## src/rtl/seq_div_pkg.sv

```systemverilog
// Shared definitions for the sequential fixed-point divider.
//   state_e         : FSM encoding (IDLE / CALC / DONE), also exposed on the
//                     divider's dbg_state port.
//   ROUND_TRUNC     : RoundMode value selecting truncation.
//   ROUND_HALF_UP   : RoundMode value selecting half-LSB upward rounding.
//   frac_width()    : number of fractional quotient bits (QUOT_W - DIVIDEND_W).
//   count_width()   : width of the step counter, wide enough for 0..QUOT_W+1.
package seq_div_pkg;

   typedef enum logic [1:0] {
      ST_IDLE = 2'd0,
      ST_CALC = 2'd1,
      ST_DONE = 2'd2
   } state_e;

   localparam logic ROUND_TRUNC   = 1'b0;
   localparam logic ROUND_HALF_UP = 1'b1;

   function automatic int frac_width(input int quot_w, input int dividend_w);
      return quot_w - dividend_w;
   endfunction

   function automatic int count_width(input int quot_w);
      return $clog2(quot_w + 2);
   endfunction

endpackage

```

## src/rtl/seq_fixed_divider_div_step.sv

```systemverilog
// One restoring-division iteration, purely combinational.
//   rem_in   [DIVISOR_W:0]   : partial remainder entering the step (< divisor)
//   next_bit                 : next numerator bit, MSB first
//   divisor  [DIVISOR_W-1:0] : divisor D (non-zero when used)
//   rem_out  [DIVISOR_W:0]   : partial remainder leaving the step
//   q_bit                    : quotient bit produced by this step
module div_step #(
   parameter int DIVISOR_W = 8
) (
   input  logic [DIVISOR_W:0]   rem_in,
   input  logic                 next_bit,
   input  logic [DIVISOR_W-1:0] divisor,
   output logic [DIVISOR_W:0]   rem_out,
   output logic                 q_bit
);

   logic [DIVISOR_W+1:0] shifted;
   logic [DIVISOR_W:0]   diff;

   always_comb begin
      shifted = {rem_in, next_bit};
      q_bit   = (shifted >= {2'b00, divisor});
      // When the subtraction is taken the result is below D, so dropping
      // the top bit of the shifted value cannot lose information.
      diff    = shifted[DIVISOR_W:0] - {1'b0, divisor};
      rem_out = q_bit ? diff : shifted[DIVISOR_W:0];
   end

endmodule

```

## src/rtl/seq_fixed_divider.sv

```systemverilog
// Multicycle unsigned fixed-point divider: Quotient = A * 2^FRAC_W / D.
// One quotient bit per cycle, with an extra guard bit used for optional
// round-half-up. Start/Ack handshake: Start is honoured in IDLE or DONE,
// ignored while busy; Ack stays high in DONE until the next accept.
//   Clk        : rising-edge clock
//   Reset      : asynchronous active-low reset
//   Start      : launch request
//   RoundMode  : 0 truncate, 1 round half-LSB up (captured on accept)
//   Dividend   : unsigned A (captured on accept)
//   Divisor    : unsigned D (captured on accept)
//   Busy       : high while the iteration runs
//   Ack        : high while the result is valid
//   Quotient   : result, updated when Ack rises
//   DivZero    : captured D was zero, valid with Ack
//   dbg_state  : current FSM state (seq_div_pkg::state_e encoding)
module seq_fixed_divider
   import seq_div_pkg::*;
#(
   parameter int DIVIDEND_W = 16,
   parameter int DIVISOR_W  = 8,
   parameter int QUOT_W     = 24
) (
   input  logic                  Clk,
   input  logic                  Reset,
   input  logic                  Start,
   input  logic                  RoundMode,
   input  logic [DIVIDEND_W-1:0] Dividend,
   input  logic [DIVISOR_W-1:0]  Divisor,
   output logic                  Busy,
   output logic                  Ack,
   output logic [QUOT_W-1:0]     Quotient,
   output logic                  DivZero,
   output logic [1:0]            dbg_state
);

   localparam int FRAC_W = frac_width(QUOT_W, DIVIDEND_W);
   localparam int CNT_W  = count_width(QUOT_W);

   // Iteration count QUOT_W+1 means all steps are done; that cycle
   // assembles the rounded result.
   localparam logic [CNT_W-1:0] LAST_STEP = CNT_W'(QUOT_W + 1);
   // A zero divisor waits two edges after accept before reporting.
   localparam logic [CNT_W-1:0] ZERO_LAST = CNT_W'(1);

   state_e                state_q, state_d;
   logic [CNT_W-1:0]      count_q, count_d;
   logic [QUOT_W:0]       num_q, num_d;
   logic [DIVISOR_W:0]    rem_q, rem_d;
   logic [QUOT_W:0]       qraw_q, qraw_d;
   logic [DIVISOR_W-1:0]  divisor_q, divisor_d;
   logic                  round_q, round_d;
   logic                  zpend_q, zpend_d;
   logic [QUOT_W-1:0]     quot_q, quot_d;
   logic                  divzero_q, divzero_d;

   logic                  accept;
   logic [DIVISOR_W:0]    step_rem;
   logic                  step_bit;

   // While a divide-by-zero is pending the FSM sits in IDLE; Start is
   // ignored then so that operation also completes undisturbed.
   assign accept = Start && !zpend_q &&
                   ((state_q == ST_IDLE) || (state_q == ST_DONE));

   div_step #(
      .DIVISOR_W (DIVISOR_W)
   ) u_step (
      .rem_in   (rem_q),
      .next_bit (num_q[QUOT_W]),
      .divisor  (divisor_q),
      .rem_out  (step_rem),
      .q_bit    (step_bit)
   );

   // ---------------- FSM: state register ----------------
   always_ff @(posedge Clk or negedge Reset) begin
      if (!Reset) begin
         state_q <= ST_IDLE;
      end else begin
         state_q <= state_d;
      end
   end

   // ---------------- FSM: next state ----------------
   always_comb begin
      state_d = state_q;
      if (accept) begin
         state_d = (Divisor == '0) ? ST_IDLE : ST_CALC;
      end else begin
         case (state_q)
            ST_IDLE: if (zpend_q && (count_q == ZERO_LAST)) state_d = ST_DONE;
            ST_CALC: if (count_q == LAST_STEP) state_d = ST_DONE;
            ST_DONE: state_d = ST_DONE;
            default: state_d = ST_IDLE;
         endcase
      end
   end

   // ---------------- FSM: outputs ----------------
   always_comb begin
      Busy      = (state_q == ST_CALC);
      Ack       = (state_q == ST_DONE);
      Quotient  = quot_q;
      DivZero   = divzero_q;
      dbg_state = state_q;
   end

   // ---------------- datapath next values ----------------
   always_comb begin
      count_d   = count_q;
      num_d     = num_q;
      rem_d     = rem_q;
      qraw_d    = qraw_q;
      divisor_d = divisor_q;
      round_d   = round_q;
      zpend_d   = zpend_q;
      quot_d    = quot_q;
      divzero_d = divzero_q;

      if (accept) begin
         // Numerator is A followed by FRAC_W result zeros plus one guard zero.
         num_d     = {Dividend, {(FRAC_W + 1){1'b0}}};
         divisor_d = Divisor;
         round_d   = RoundMode;
         rem_d     = '0;
         qraw_d    = '0;
         count_d   = '0;
         divzero_d = 1'b0;
         zpend_d   = (Divisor == '0);
      end else if ((state_q == ST_IDLE) && zpend_q) begin
         if (count_q == ZERO_LAST) begin
            zpend_d   = 1'b0;
            count_d   = '0;
            quot_d    = '1;
            divzero_d = 1'b1;
         end else begin
            count_d = count_q + CNT_W'(1);
         end
      end else if (state_q == ST_CALC) begin
         if (count_q == LAST_STEP) begin
            // Drop the guard bit, optionally adding it back as a half-LSB
            // round. A*2^FRAC_W < 2^QUOT_W, so this sum cannot overflow.
            quot_d  = qraw_q[QUOT_W:1] +
                      {{(QUOT_W - 1){1'b0}},
                       ((round_q == ROUND_HALF_UP) & qraw_q[0])};
            count_d = '0;
         end else begin
            rem_d   = step_rem;
            qraw_d  = {qraw_q[QUOT_W-1:0], step_bit};
            num_d   = {num_q[QUOT_W-1:0], 1'b0};
            count_d = count_q + CNT_W'(1);
         end
      end
   end

   // ---------------- datapath registers ----------------
   always_ff @(posedge Clk or negedge Reset) begin
      if (!Reset) begin
         count_q   <= '0;
         num_q     <= '0;
         rem_q     <= '0;
         qraw_q    <= '0;
         divisor_q <= '0;
         round_q   <= ROUND_TRUNC;
         zpend_q   <= 1'b0;
         quot_q    <= '0;
         divzero_q <= 1'b0;
      end else begin
         count_q   <= count_d;
         num_q     <= num_d;
         rem_q     <= rem_d;
         qraw_q    <= qraw_d;
         divisor_q <= divisor_d;
         round_q   <= round_d;
         zpend_q   <= zpend_d;
         quot_q    <= quot_d;
         divzero_q <= divzero_d;
      end
   end

endmodule

```

## config.mk

```make
export PLATFORM = sky130hd
export DESIGN_NAME = seq_fixed_divider
export DESIGN_NICKNAME = d
export VERILOG_FILES = /design/src/rtl/seq_div_pkg.sv /design/src/rtl/seq_fixed_divider_div_step.sv /design/src/rtl/seq_fixed_divider.sv
export SDC_FILE = /design/constraint.sdc
export NUM_CORES = 1
export LEC_CHECK = 0
export ABC_AREA = 0
export CORE_MARGIN = 4
export CORE_UTILIZATION = 56
export DETAILED_ROUTE_END_ITERATION = 10
export PLACE_DENSITY = 0.8
export SLEW_MARGIN = 20
export SYNTH_ARGS = -nofsm -noshare
export SYNTH_HDL_FRONTEND = slang
export SYNTH_SLANG_ARGS = --single-unit
```

## constraint.sdc

```tcl
create_clock -name Clk -period 3.1 [get_ports Clk]
set_input_delay 0.775 -clock Clk [delete_from_list [all_inputs] [get_ports Clk]]
set_output_delay 0.775 -clock Clk [all_outputs]
set_load 0.005 [all_outputs]
```

* Word level (Yosys, flattened, before mapping) *
Cells that the tools add are included.

word-level totals
  output and inout port bits = 29
  bits of input ports = 28
  register bits after elaboration = 101

cells by class
  $add $sub $neg = 3
  equality and inequality tests = 9
  reductions and logical operators = 18
  magnitude comparators = 1
  bitwise logic cells = 2
  multiplexer cells = 33

operator list
  operator               number
  $mux W25               8
  $mux W24               4
  $mux W9                5
  $mux W5                5
  $add A24 B1 Y24        1
  $ge A10 B8 Y1          1
  $reduce_bool A2 Y1     5
  $sub A9 B8 Y9          1
  $logic_not A8 Y1       1
  $mux W1                7
  $mux W2                3
  $ne A2 B2 Y1 const B   3
  $pmux W2 S3            1
  $add A5 B1 Y5 const B  1
  $eq A5 B1 Y1 const B   1
  $eq A5 B5 Y1 const B   1
  $logic_and A1 B1 Y1    4
  $reduce_and A2 Y1      2
  $reduce_and A4 Y1      1
  $ne A3 B1 Y1 const B   1
  $ne A3 B3 Y1 const B   1
  $reduce_and A3 Y1      1
  $reduce_bool A3 Y1     1
  $eq A2 B1 Y1 const B   1
  other kinds (6)        6

* Longest topological paths before layout *
Gate-level depths: netlist of the first run.

  word-level depth = 6
  mapped depth = 9
  gate-level depth less buffers = 8

* Modules after synthesis *
A second synthesis of the first run with hierarchy kept.

unflattened totals
  cells, all modules = 506
  area, all modules = 4867.2 um^2

by module, submodules not included
  module             cells an instance  sequential area each (um^2)  area an instance (um^2)  times used
  seq_fixed_divider  431                2302.2                       4344.2                   1
  div_step           75                 0.0                          523.0                    1

* Least setup slack after synthesis of the first run *
No wires, ideal clock.

  path kind = flip-flop to flip-flop
  start = register num_q[24]
  end = register rem_q[5]
  required time = 2958 ps
  setup slack = 923 ps
  cell stages (with the launch flop) = 10
  arrival = 2035 ps
  cells stage by stage = dfrtp_1 > inv_1 > ha_1 > fa_1 > nand2b_1 > a21oi_1 > o21a_1 > or2_1 > buf_6 > o221ai_1

on the way
  word-level cells in the longest chain between the ends = 6
  elaborated cells on any way between the ends = 7

RTL lines
  element                                         line                                                                RTL
  start, declared                                 seq_fixed_divider.sv:47                                             logic [QUOT_W:0] num_q, num_d;
  start signal, assigned                          seq_fixed_divider.sv:170                                            num_q <= num_d;
  $sub A9 B8 Y9 or $ge A10 B8 Y1 (tied branches)  seq_fixed_divider_div_step.sv:25, seq_fixed_divider_div_step.sv:22
  $mux W9 (*)                                     seq_fixed_divider_div_step.sv:26                                    rem_out = q_bit ? diff : shifted[DIVISOR_W:0];
  $mux W9 (*)                                     seq_fixed_divider.sv:140                                            if (count_q == LAST_STEP) begin
  $mux W9 (*)                                     seq_fixed_divider.sv:139                                            end else if (state_q == ST_CALC) begin
  $mux W9 (*)                                     seq_fixed_divider.sv:130                                            end else if ((state_q == ST_IDLE) && zpend_q) begin
  $mux W9 (*)                                     seq_fixed_divider.sv:120                                            if (accept) begin
  end signal, assigned                            seq_fixed_divider.sv:171                                            rem_q <= rem_d;
  end, declared                                   seq_fixed_divider.sv:48                                             logic [DIVISOR_W:0] rem_q, rem_d;

Every way passes the cells marked *; elsewhere a longest branch is shown, timed or not. The select of a mux whose other input is x is not followed.
A chain may end at the register's enable or synchronous reset.

* Worst setup path in the final report of the first run *
  start = register divisor_q[0]
  end = register rem_q[6]

on the way
  word-level cells in the longest chain between the ends = 6
  elaborated cells on any way between the ends = 7

RTL lines
  element                                         line                                                                RTL
  start, declared                                 seq_fixed_divider.sv:50                                             logic [DIVISOR_W-1:0] divisor_q, divisor_d;
  start signal, assigned                          seq_fixed_divider.sv:173                                            divisor_q <= divisor_d;
  $sub A9 B8 Y9 or $ge A10 B8 Y1 (tied branches)  seq_fixed_divider_div_step.sv:25, seq_fixed_divider_div_step.sv:22
  $mux W9 (*)                                     seq_fixed_divider_div_step.sv:26
  $mux W9 (*)                                     seq_fixed_divider.sv:140
  $mux W9 (*)                                     seq_fixed_divider.sv:139
  $mux W9 (*)                                     seq_fixed_divider.sv:130
  $mux W9 (*)                                     seq_fixed_divider.sv:120

Marked as above.

==> impl_metrics.toml, run 1 <==
[cells_and_area]
final_cells = 697
n_antenna_cell = 0
finalNetCount = 628
area_growth_pct = 17.7
drive_gt1_share_pct = 6.76

[pwr]
ir_drop_mv = 0.581
p_leak_nw = 2.44
p_per_area_nw_per_um2 = 1040

[logic_synthesis]
synthCells = 542
ys.flop_type = "dfrtp_1"
ys_warn_count = 0
synth_nets = 583
syn_area_per_cell_um2 = 8.79
syn_area_um2 = 4760
synth-async-reset-ratio_pct = 100
synth_seq_area_share_pct = 48.3
ys_types = 55
ys_seq_elements = 92
synth_edf_count = 0

[floorplanning]
die_w_um = 100
core_um2 = 8260
die_y_um = 100
dieArea_um2 = 10000
num_io_pins = 57
rows = 33
start_util_pct = 57.7

[setup_path]
cp.arrival_ps = 2900
cp_slowest_stage_delay_ps = 460
rr_endpoint = "rem_q[6]"
critPathKind = "flop to flop"
critPathMaxFanout = 8
startpoint_type = "flop"
rrSetupSlack_ps = 410
rr_startpoint = "divisor_q[0]"
slowest_stage = "or2_1"
worst_setup_path_end_kind = "flop"
required_ps = 3310
path_cells = "ha_1 > fa_1 > nand2b_1 > a21oi_1 > o21a_1 > or2_1 > o221ai_1"
reg2regPathDepth = 7

[clocking]
clk-insertion-delay-late_ps = 370
cts_tree = "done"
cts_root_buffer = "clkbuf_8"
max-clock-path-buffers = 2
clkTransAtPathRegs_ps = 100
cts_buffers = 9
post_cts_buffers = 0
cts_resized = 0
clock_sinks = 92
cts_hold_buf = 0
htreeDepth = 3

[sta]
fin_skew_ps = 13.6
setup_viol = 0
worst_slew_pin_slew_ps = 715
rsz0062_at_grt = "no"
slew_viol_final = 0
fin_tns_setup_ps = 0
hold_viol_final = 0
clock.fmax_mhz = 372
period_minus_slack_ps = 2690
relSlewSlack_pct = 52.3
post-route-period-util_pct = 86.7

[global_routing]
antenna_found_initial = 0
grt_max_degree = 57
first_global_vias = 3880
grt_overflow = 0
met1_usage_pct = 28.3
grt_pass1_wl_mm = 17.8
grt_use_met3_pct = 3.68
met2_usage_pct = 36.6
busiest_layer = "met2"
grt_use_total_pct = 21.8

[min_path]
min_path_type = "input pin to asynchronous set/reset pin"

[flow_run]
maxCapViolations = 0

[routing]
drc = 0
finalWirelength_mm = 10.4
wl_per_cell_um = 14.9
dr.pass1.iters = 4
ant_nets = 0
vias = 4012
viasPerCell = 5.76
drt_iter0_drc = 195

[place]
dp_hpwl_mm = 7.39
io_buffers = 56
place_congestion = 0.899
place_inst = 681

[run_status]
status = "finished clean"
-- cells in the final DEF, fill, tap and decap left out, types with 6 or more instances in the layout --
master	instances
nor2_1	57
dfrtp_1	92
nand2_1	113
nand2b_1	6
and3_1	6
a21oi_1	29
clkbuf_8	10
inv_1	19
clkdlybuf4s50_1	55
nand3_1	47
o21ai_0	19
xor2_1	16
a31oi_1	17
xnor2_1	8
ha_1	12
buf_4	7
-- flip-flops by register name, indices dropped and copies added, names as in the netlist --
signal and count:
qraw_q 25, Quotient 24, num_q 16, rem_q 9, divisor_q 8, count_q 5
dbg_state 2, DivZero 1, round_q 1, zpend_q 1
-- logic make-up after synthesis --
| kind of cell | after synthesis | synth area share (%) |
|---|---|---|
| buffers and inverters | 49 | 4.15 |
| AO/OA/AOI/OAI | 99 | 14.1 |
| adder cells (fa/ha/maj) | 13 | 3.57 |
| multiplexers | 3 | 0.657 |
| flip-flops | 92 | 48.3 |
| AND/OR/NAND/NOR | 262 | 24.8 |
| XOR/XNOR | 24 | 4.41 |
-- critical path: cells and delay by family (launching register included) --
| kind | cells | cell delay, ps |
|---|---|---|
| compound gates | 3 | 890 |
| simple gates | 2 | 640 |
| fa+ha+maj | 2 | 610 |
| flops | 1 | 400 |
-- cells in the mapped netlist (2+ instances only) --
cell type  count  area [µm²]
a21o_1         2        15.0
a21oi_1       29         145
a31oi_1       17         106
and2_1         2        12.5
and3_1         6        37.5
buf_1          4        15.0
buf_2          5        25.0
clkbuf_1      20        75.1
dfrtp_1       92        2300
ha_1          12         150
inv_1         19        71.3
mux2i_1        2        20.0
nand2_1      115         432
nand2b_1       6        37.5
nand3_1       47         235
nand4_1        5        31.3
nand4b_1       2        17.5
nor2_1        57         214
nor3_1         4        20.0
nor4_1         5        31.3
o211ai_1       3        22.5
o211ai_2       3        37.5
o21a_1         2        15.0
o21ai_0       19        95.1
o221ai_1       3        26.3
o22a_1         2        17.5
o22ai_1        3        18.8
o311ai_4       2        52.6
o31ai_1        2        15.0
o41ai_1        2        17.5
or2_2          2        12.5
or4_1          3        22.5
xnor2_1        8        70.1
xor2_1        16         140
-- routing by layer --
layer | up-vias | wire (µm)
met5 | - | 0
met4 | 0 | 164
met3 | 17 | 491
met2 | 102 | 5240
met1 | 1934 | 4510
li1 | 1959 | -
-- how the worst max path moves through the flow --
stage,start,to,slack (ps),cells after the start
after global routing,num_q[24],rem_q[6],160,8
final,divisor_q[0],rem_q[6],410,7
after CTS,num_q[24],rem_q[6],430,8
after detailed placement,num_q[24],rem_q[6],450,8
after global placement,num_q[24],rem_q[6],620,8
after floorplan,num_q[24],rem_q[5],920,9
-- metrics by stage --
step / total power [mW] / utilization, % / instance area (µm²) / setup slack (ps) / hold slack, ps
2_1_floorplan: 4.27 / - / 4760 / 923 / 438
3_3_place_gp: 4.94 / 65.7 / 5420 / 624 / 452
3_5_place_dp: 5.09 / 65.7 / 5420 / 453 / 462
4_1_cts: 5.86 / 67.9 / 5610 / 431 / 474
5_1_grt: 6.37 / 67.9 / 5610 / 158 / 496
6_report: 5.86 / 67.9 / 5610 / 411 / 455
-- report_power, final --
| group | internal [mW] | total, mW | switching [mW] |
|---|---|---|---|
| Combinational | 1.28 | 2.96 | 1.68 |
| Clock | 0.325 | 0.766 | 0.440 |
| Sequential | 1.71 | 2.13 | 0.424 |
-- layout make-up --
cell class	count	area [µm²]
Clock buffer	11	141
Clock inverter	5	45.0
Fill cell	663	2650
Inverter	19	71.3
Multi-Input combinational cell	401	2270
Sequential cell	92	2300
Tap cell	105	131
Timing Repair Buffer	64	643
Note: power is estimated with default switching activity, not from simulation.
==> run 2: changes to the inputs <==
- clock period: 3.1 -> 2.7 ns (I/O delays scaled with it)
==> run 2 against run 1 <==
Effect of this change: clock skew fell by 3.6 ps; flip-flop and latch count did not move; final cell count rose by 0.72%; cell area rose by 1.2%; largest power group unchanged.
==> impl_metrics.toml, run 2 (synthesis gave the netlist of run 1 again) <==
[setup_path]
rr_endpoint = "rem_q[0]"
reg2regPathDepth = 9
required_ps = 2900
cp.arrival_ps = 2640
rrSetupSlack_ps = 260
critPathMaxFanout = 6
rr_startpoint = "num_q[24]"
critPathKind = "flop to flop"
startpoint_type = "flop"
worst_setup_path_end_kind = "flop"

[floorplanning]
dieArea_um2 = 10000
die_y_um = 100
num_io_pins = 57
start_util_pct = 57.7
rows = 33
die_w_um = 100
core_um2 = 8260

[clocking]
clk-insertion-delay-late_ps = 350
max-clock-path-buffers = 2
htreeDepth = 3
clock_sinks = 92
cts_buffers = 9
cts_resized = 0
clkTransAtPathRegs_ps = 90
cts_tree = "done"
cts_root_buffer = "clkbuf_8"
cts_hold_buf = 0
post_cts_buffers = 0

[global_routing]
first_global_vias = 3992
grt_use_total_pct = 22.6
grt_overflow = 0
grt_max_degree = 54
grt_pass1_wl_mm = 18.4
antenna_found_initial = 0

[cells_and_area]
final_cells = 702
fin_area_um2 = 5680
area_growth_pct = 19.2
drive_gt1_share_pct = 7.71
final_common_cell = "nand2_1"
finalNetCount = 634
mostFrequentLayoutCells = "nand2_1 (113), dfrtp_1 (92), nor2_1 (57), clkdlybuf4s50_1 (55), nand3_1 (47)"
n_antenna_cell = 0
post-route-util_pct = 68.7
top_register = "qraw_q"
largest_reg_flops = 25

[pwr]
pwr-share-comb_pct = 49.8
seq_power_share_pct = 35.4
p_per_area_nw_per_um2 = 1220
p_sw_mw = 2.89
total_power_mw = 6.91
switching_share_pct = 41.8
p_leak_nw = 2.48
clock_power_share_pct = 14.8
ir_drop_mv = 0.613
p_int_mw = 4.03

[place]
place_area_um2 = 5450
place_inst = 687
io_buffers = 56
place_congestion = 0.844
pre_cts_ws_ps = 268
dp_hpwl_mm = 7.62

[routing]
finalWirelength_mm = 10.4
viasPerCell = 5.69
dr.pass1.iters = 5
drc = 0
wl_per_cell_um = 14.8
vias = 3993
drt_iter0_drc = 161
ant_nets = 0

[sta]
worst_slew_pin_slew_ps = 669
period_minus_slack_ps = 2440
fin_skew_ps = 9.93
relSlewSlack_pct = 55.4
setup_viol = 0
fin_tns_setup_ps = 0
rsz0062_at_grt = "no"
slew_viol_final = 0
hold_viol_final = 0
clock.fmax_mhz = 410
post-route-period-util_pct = 90.4
fin_hold_ws_ps = 349
setup_ws_ps = 259

[flow_run]
maxCapViolations = 0

[min_path]
min_path_type = "input pin to asynchronous set/reset pin"

[run_status]
status = "finished clean"
-- run 2: critical path, stage by stage (launching register included) --
cell,delay (ps)
dfrtp_1,360
inv_1,80
ha_1,220
fa_1,380
nand2b_1,170
a21oi_1,350
o21a_1,210
or2_1,240
buf_4,200
o311ai_4,80
-- run 2: how the worst max path moves through the flow --
stage               from       end  depth (start not counted)
2_1_floorplan  num_q[24]  rem_q[5]                          9
3_3_place_gp   num_q[24]  rem_q[0]                          9
4_1_cts        num_q[24]  rem_q[0]                          9
6_report       num_q[24]  rem_q[0]                          9
5_1_grt        num_q[24]  rem_q[0]                          9
3_5_place_dp   num_q[24]  rem_q[0]                          9
-- run 2: layout make-up --
type,count,area [µm²]
multi-input cells,401,2270
well taps,105,131
inverters,19,71.3
clock inverters,5,85.1
repair buffers,70,676
flip-flops and latches,92,2300
fillers,672,2580
clock buffers,10,138
-- run 2: power groups by stage --
stage          clock network (mW)  logic (mW)  registers, mW
2_1_floorplan                   0        2.55           2.36
3_3_place_gp                    0        3.30           2.43
3_5_place_dp                    0        3.44           2.47
4_1_cts                      1.04        3.46           2.45
5_1_grt                      1.11        3.88           2.54
6_report                     1.02        3.44           2.45
-- run 2: routing by layer --
layer / global-route usage (%) / wire (µm)
met5: 0 / 0
met4: 9.95 / 285
met3: 3.89 / 501
met2: 38.2 / 5170
met1: 28.4 / 4440
==> run 3: changes to the inputs <==
- CORE_MARGIN: 4 -> 2
- SLEW_MARGIN: 20 -> 5
==> run 3 against run 2 <==
Effect of this change: sequential power barely moved; non-clock buffer count did not move; critical endpoint unchanged; clock power fell by 9%; final cell count rose by 0.14%; largest power group unchanged; sequential share of layout area rose by 0.17 points; count of clock-buffer cells in the layout fell by 1; flip-flop and latch count did not move; first-iteration DRC count rose by 1.9%.
==> impl_metrics.toml, run 3 (synthesis gave the netlist of run 1 again) <==
[clocking]
cts_hold_buf = 0
clock_sinks = 92
cts_root_buffer = "clkbuf_8"
clk-insertion-delay-late_ps = 380
clkTransAtPathRegs_ps = 110
max-clock-path-buffers = 2
post_cts_buffers = 0
cts_buffers = 9
cts_resized = 0
cts_tree = "done"
htreeDepth = 3

[sta]
rsz0062_at_grt = "no"
fin_tns_setup_ps = 0
setup_viol = 0
worst_slew_pin_slew_ps = 682
slew_viol_final = 0
hold_viol_final = 0
period_minus_slack_ps = 2490
fin_hold_ws_ps = 295
relSlewSlack_pct = 54.4
fin_skew_ps = 13.5
clock.fmax_mhz = 401
post-route-period-util_pct = 92.3
setup_ws_ps = 207

[pwr]
ir_drop_mv = 0.668
p_per_area_nw_per_um2 = 1200
total_power_mw = 6.81
p_leak_nw = 2.47

[global_routing]
grt_use_total_pct = 23.9
first_global_vias = 3811
grt_use_met3_pct = 4.15
grt_pass1_wl_mm = 17.1
met1_usage_pct = 29.3
antenna_found_initial = 0
busiest_layer = "met2"
met2_usage_pct = 41.6
grt_overflow = 0
grt_max_degree = 46

[cells_and_area]
largest_reg_flops = 25
finalNetCount = 634
drive_gt1_share_pct = 7.86
fillers = 659
n_antenna_cell = 0
top_register = "qraw_q"
fin_area_um2 = 5650
multi_input_area_um2 = 2270
mostFrequentLayoutCells = "nand2_1 (113), dfrtp_1 (92), nor2_1 (57), clkdlybuf4s50_1 (55), nand3_1 (47)"
final_common_cell = "nand2_1"
ff_latch_area_um2 = 2300
area_growth_pct = 18.7

[place]
place_area_um2 = 5450
pre_cts_ws_ps = 273
dp_hpwl_mm = 7.33
place_congestion = 0.885
io_buffers = 56

[floorplanning]
core_um2 = 8220
start_util_pct = 58.0
num_io_pins = 57
die_w_um = 96.2
rows = 33
dieArea_um2 = 9260
die_y_um = 96.2

[setup_path]
critPathMaxFanout = 6
cp_num_cells = 8
reg2regPathDepth = 8
startpoint_type = "flop"
worst-path-buf-inv = 1
required_ps = 2920
cp.arrival_ps = 2710
cp_slowest_stage_delay_ps = 420
rrSetupSlack_ps = 210
worst_setup_path_end_kind = "flop"
slowest_stage = "dfrtp_1"
path_cells = "ha_1 > fa_1 > nand2b_1 > a21oi_1 > o21a_1 > or2_1 > buf_4 > o311ai_4"
critPathKind = "flop to flop"
crit_family = "compound AO/OA/AOI/OAI gates"

[min_path]
min_path_type = "input pin to asynchronous set/reset pin"

[routing]
dr.pass1.iters = 5
viasPerCell = 5.67
drc = 0
finalWirelength_mm = 10.1
ant_nets = 0
vias = 3983
drt_iter0_drc = 164
wl_per_cell_um = 14.4

[flow_run]
maxCapViolations = 0

[run_status]
status = "finished clean"
run 3: changes by cell type in the layout (fill, tap and decap cells not counted), sizes merged:
cell,before,now
clkinv,1,2
bufinv,2,0
inv,20,23
clkbuf,10,9
run 3: area by class of cell:
type                       count  area share, %
sequential                    92           40.7
multi-input combinational    401           40.2
timing repair buffer          70           12.0
tap                          105           2.32
clock buffer                   9           2.19
clock inverter                 7           1.33
inverter                      19           1.26
run 3: final timing paths:
path                                end    startpoint
setup / recovery               rem_q[0]  divisor_q[0]
hold / removal             divisor_q[3]         Reset
setup reg to reg               rem_q[0]  divisor_q[0]
hold reg to reg                 round_q       round_q
max in group asynchronous   Quotient[8]         Reset
min in group Clk                round_q       round_q
run 3: where the power goes:
part | leakage, nW | internal, mW | switching (mW)
combinational | 1.31 | 1.51 | 1.92
sequential | 1.06 | 1.96 | 0.483
clock | 0.0985 | 0.366 | 0.566
run 3: per-stage QoR:
stage	util, %	std cells
2_1_floorplan	-	542
3_3_place_gp	66.4	687
3_5_place_dp	66.4	687
4_1_cts	68.8	703
5_1_grt	68.8	703
6_report	68.8	703
run 3: metal layers:
metal	up-vias	part of all wire [%]	wire, µm
met2	87	50	5100
li1	1966	-	-
met1	1915	44	4440
met4	0	1.9	188
met3	15	3.9	391
met5	-	0	0
run 3: worst register-to-register path, delay by kind of cell, from the launching register on:
family                     cells  cell delay, ps
AOI/OAI and AO/OA              3             640
buffers and inverters          1             220
and+or+nand+nor                2             440
DFF                            1             420
adders and majority gates      2             620
